[config.mk]
export PLATFORM = sky130hd
export DESIGN_NAME = vga_output_stage
export DESIGN_NICKNAME = d
export VERILOG_FILES = /design/src/rtl/vga_output_stage.sv
export SDC_FILE = /design/constraint.sdc
export NUM_CORES = 1
export LEC_CHECK = 0
export CORE_AREA = 2 2 70 72
export DETAILED_ROUTE_END_ITERATION = 10
export DIE_AREA = 0 0 72 74
export PLACE_DENSITY = 0.86
export SYNTH_ARGS = -nofsm -noshare
export SYNTH_HDL_FRONTEND = slang
export SYNTH_SLANG_ARGS = --single-unit
[constraint.sdc]
create_clock -name clk -period 2 [get_ports clk]
set_clock_uncertainty 0.1 [all_clocks]
set_input_delay 0.4 -clock clk [delete_from_list [all_inputs] [get_ports clk]]
set_output_delay 0.4 -clock clk [all_outputs]
set_load 0.1 [all_outputs]
[src/rtl/vga_output_stage.sv]
// VGA output stage: turns pixel-timing counts into one frame-buffer read per visible pixel
// and drives colour, sync and blank from aligned flops three clocks after each pixel tick.
module vga_output_stage #(
    parameter int H_VISIBLE    = 640,
    parameter int H_SYNC_START = 656,
    parameter int H_SYNC_END   = 752,
    parameter int V_VISIBLE    = 480,
    parameter int V_SYNC_START = 490,
    parameter int V_SYNC_END   = 492,
    parameter int DATA_W       = 8
) (
    input  logic              clk,
    input  logic              n_rst,
    input  logic              enable,
    input  logic              pixel_clk,
    input  logic [9:0]        col_cnt,
    input  logic [9:0]        row_cnt,
    input  logic [19:0]       pix_addr,
    output logic              rd_en,
    output logic [19:0]       rd_addr,
    input  logic              rd_valid,
    input  logic [DATA_W-1:0] rd_data,
    output logic [2:0]        vga_r,
    output logic [2:0]        vga_g,
    output logic [1:0]        vga_b,
    output logic              hsync_n,
    output logic              vsync_n,
    output logic              blank_n,
    output logic              frame_start,
    output logic              underrun
);

    localparam logic [9:0] H_VIS  = 10'(H_VISIBLE);
    localparam logic [9:0] H_SS   = 10'(H_SYNC_START);
    localparam logic [9:0] H_SE   = 10'(H_SYNC_END);
    localparam logic [9:0] V_VIS  = 10'(V_VISIBLE);
    localparam logic [9:0] V_SS   = 10'(V_SYNC_START);
    localparam logic [9:0] V_SE   = 10'(V_SYNC_END);

    logic              pclk_q;
    logic              tick;
    logic              cur_active;
    logic              cur_hs;
    logic              cur_vs;
    logic              cur_first;

    logic              s1_v;
    logic              s1_active;
    logic              s1_hs;
    logic              s1_vs;
    logic              s1_first;
    logic [19:0]       s1_addr;

    logic              s2_v;
    logic              s2_rd;
    logic              s2_active;
    logic              s2_hs;
    logic              s2_vs;
    logic              s2_first;
    logic              s2_load;

    logic [DATA_W-1:0] pixel_q;

    assign tick = enable & pixel_clk & ~pclk_q;

    // Out-of-range counts fall outside every window, so they decode as blank with no read.
    always_comb begin
        cur_active = 1'b0;
        cur_hs     = 1'b0;
        cur_vs     = 1'b0;
        cur_first  = 1'b0;
        cur_active = (col_cnt < H_VIS) && (row_cnt < V_VIS);
        cur_hs     = (col_cnt >= H_SS) && (col_cnt < H_SE);
        cur_vs     = (row_cnt >= V_SS) && (row_cnt < V_SE);
        cur_first  = (col_cnt == 10'd0) && (row_cnt == 10'd0);
    end

    // Tracks pixel_clk even while disabled so re-enabling cannot see a stale low level.
    always_ff @(posedge clk or negedge n_rst) begin
        if (!n_rst) begin
            pclk_q <= 1'b0;
        end else begin
            pclk_q <= pixel_clk;
        end
    end

    always_ff @(posedge clk or negedge n_rst) begin
        if (!n_rst) begin
            s1_v      <= 1'b0;
            s1_active <= 1'b0;
            s1_hs     <= 1'b0;
            s1_vs     <= 1'b0;
            s1_first  <= 1'b0;
            s1_addr   <= '0;
        end else if (enable) begin
            s1_v <= tick;
            if (tick) begin
                s1_active <= cur_active;
                s1_hs     <= cur_hs;
                s1_vs     <= cur_vs;
                s1_first  <= cur_first;
                s1_addr   <= pix_addr;
            end
        end
    end

    assign rd_en   = s1_v & s1_active & enable;
    assign rd_addr = s1_addr;

    // A read already in flight must still load when enable drops, then S2 empties.
    assign s2_load = s2_v & (enable | s2_rd);

    always_ff @(posedge clk or negedge n_rst) begin
        if (!n_rst) begin
            s2_v      <= 1'b0;
            s2_rd     <= 1'b0;
            s2_active <= 1'b0;
            s2_hs     <= 1'b0;
            s2_vs     <= 1'b0;
            s2_first  <= 1'b0;
        end else if (enable) begin
            s2_v      <= s1_v;
            s2_rd     <= rd_en;
            s2_active <= s1_active;
            s2_hs     <= s1_hs;
            s2_vs     <= s1_vs;
            s2_first  <= s1_first;
        end else if (s2_load) begin
            s2_v  <= 1'b0;
            s2_rd <= 1'b0;
        end
    end

    always_ff @(posedge clk or negedge n_rst) begin
        if (!n_rst) begin
            pixel_q     <= '0;
            hsync_n     <= 1'b1;
            vsync_n     <= 1'b1;
            blank_n     <= 1'b0;
            frame_start <= 1'b0;
            underrun    <= 1'b0;
        end else begin
            frame_start <= s2_load & s2_first;
            if (s2_load) begin
                blank_n <= s2_active;
                hsync_n <= ~s2_hs;
                vsync_n <= ~s2_vs;
                pixel_q <= (s2_rd && rd_valid) ? rd_data : '0;
                if (s2_rd && !rd_valid) begin
                    underrun <= 1'b1;
                end
            end
        end
    end

    assign vga_r = pixel_q[7:5];
    assign vga_g = pixel_q[4:2];
    assign vga_b = pixel_q[1:0];

endmodule
==> flow_summary.ini <==
[clocking]
htreeDepth = 2
cts_tree = built
clock-sinks = 45
cts_setup_buffers = 0
clk_latency_ns = 0.29
clk_pin_slew_ns = 0.08
cts-root-buf = clkbuf_8
cts-buffers-inserted = 5
cts_buffer_depth = 2

[logic_synthesis]
synth_top_area_share_pct = 60.4
ys_warn_count = 0
synth_area_leaders = dfrtp_1, mux2_2, o21ai_0, nand2_1, dfstp_2
synth_seq_cells = 45
yosysSeqAreaShare_pct = 63.3
synth_nets = 195
synthArstFlopShare_pct = 100
synth.most_common_cell = dfrtp_1
synth_top_cell_by_area = dfrtp_1
synth-main-ff-cell = dfrtp_1
synth_area_sq_mm = 0.00178
synth_cell_types = 25
avgSynthCellArea_sq_um = 12.5
netlist_top_cells_count = dfrtp_1, mux2_2, nand2_1
synth_cells = 142
synth_edf_count = 0

[worst_setup_path]
timing.rr.end = s1_first
worst_setup_path_start_kind = input port
rrSetupSlack_ns = 0.52
critical_path_class = in2out
crit_path_end_kind = output pin
cp_max_fo = 7
reg2reg_from = pclk_q
worstPathArrival_ns = 1.29
cp.required_ns = 1.50
reg2regPathDepth = 3

[final_layout]
final_area_sq_mm = 0.00281
antenna_cells = 0
seq_area_sq_mm = 0.00113
layout-drive-gt1-share_pct = 33.3
synthToLayoutAreaGrowth_pct = 57.8
nNetsFinal = 286
nFillCells = 388
multi_input_area_sq_um = 608

[placed_design]
place_area_sq_mm = 0.00272
dp_hpwl_microns = 3040
globalplace.congestion = 0.750
place_ws_ns = -0.107
port_buffers = 86

[timing]
relSlewSlack_pct = 66.1
min_period_over_period_pct = 89.3
setup_ws_ns = 0.213
fin_crit_ns = 1.79
setup_violations = 0
worst_pin_slew_ns = 0.508
finalHoldViolations = 0
rsz0062_at_grt = false
fmax_mhz = 560
final_max_slew_viol_count = 0

[outcome]
status = finished, final reports clean

[global_route]
antenna_found_initial = 0
grt_pass1_wl_microns = 6310
grt-ovfl-total = 0
track_usage_pct = 15.6
grt_pass1_vias = 1418
grt_max_degree = 28

[detailed_routing]
dr.pass1.iters = 4
wl_per_cell_microns = 13.5
antenna_left = 0
drc_errors = 0
drt_wl_total_microns = 3900
vias = 1396
via_per_inst = 4.85
drt_iter0_markers = 34

[die]
die_h_microns = 74
fp.dieW_microns = 72
initial_core_util_pct = 38.7
pin_count = 87
die_area_sq_mm = 0.00533
rows = 25
fp.coreArea_sq_mm = 0.00460

[power_and_ir_drop]
power_density_mw_per_mm2 = 1050
leakage_uw = 0.00125
ir_drop_mv = 0.396

[worst_hold_path]
hp-start = s2_hs
min_to = hsync_n
hold_class = reg2reg
whs_path_depth = 1

[job]
drv_cap = 0
==> area by class of cell <==
type                            instances  area share [%]
Clock buffer                            6            2.58
Sequential cell                        45            40.1
Clock inverter                          2           0.356
Inverter                                2           0.267
Timing Repair Buffer                   92            32.6
Tap cell                               54            2.40
Multi-Input combinational cell         87            21.6
==> critical path, cell delays in order <==
cell and delay, ns:
dlygate4sd2_1 0.33, buf_4 0.17, and3_2 0.21, buf_12 0.18
==> power breakdown <==
| part | switching [uW] | internal, uW |
|---|---|---|
| clock network | 274 | 242 |
| logic | 938 | 386 |
| registers | 79.2 | 1040 |
| total | 1290 | 1670 |
==> per-layer routing <==
layer,up-vias,share of wire [%],track usage (%)
met4,0,1.6,6.29
met2,61,50,26.3
met5,-,0,0
met1,651,41,18.5
met3,6,7.8,5.15
li1,678,-,-
==> through the flow <==
step	hold slack, ns	setup TNS, ns	power [uW]	cells	utilization (%)
after CTS	0.339	0	3010	288	61.1
after detailed placement	0.304	-1.51	2470	279	59.2
after floorplan	0.00441	0	2030	142	-
after global routing	0.369	0	3100	288	61.1
after global placement	0.295	-1.40	2450	279	59.2
final	0.329	0	2960	288	61.1
==> placed cells by master (no fill, tap or decap), types with 2 or more instances in the layout <==
cell / count
buf_12: 8
buf_4: 31
clkbuf_8: 5
clkdlybuf4s50_1: 50
clkinv_2: 2
dfrtp_1: 43
dfstp_2: 2
inv_1: 2
mux2_2: 24
nand2_1: 19
nand3_1: 10
nor2_1: 2
nor4_1: 2
o21ai_0: 14
o31ai_1: 2
or2_2: 2
==> flip-flops by register name, indices dropped and copies added (netlist names) <==
name / flops
rd_addr: 20
pixel_q: 8
blank_n: 1
frame_start: 1
hsync_n: 1
pclk_q: 1
s1_active: 1
s1_first: 1
s1_hs: 1
s1_v: 1
s1_vs: 1
s2_active: 1
s2_first: 1
s2_hs: 1
s2_rd: 1
s2_v: 1
s2_vs: 1
underrun: 1
vsync_n: 1
==> timing repair <==
item / in CTS / in global routing
endpoints found under the hold margin: 19 / 0
endpoints found under the setup margin: 1 / 0
resized for setup: 1 / 0
hold buffers: 1 / 0
==> kinds of logic after synthesis <==
family	Yosys count	share of synthesized area, %
and+or+nand+nor	42	11.5
buffers and inverters	10	2.60
DFF	45	63.3
AOI/OAI and AO/OA	21	7.37
muxes	24	15.2
==> worst max-delay path by stage <==
stage,from,to,slack (ns),cells past startpoint
after floorplan,enable,rd_en,0.28,2
after global placement,enable,s1_first,-0.09,4
after detailed placement,enable,s1_first,-0.11,4
after CTS,enable,rd_en,0.21,4
after global routing,enable,rd_en,0.17,4
final,enable,rd_en,0.21,4
Note: power is estimated with default switching activity, not from simulation.
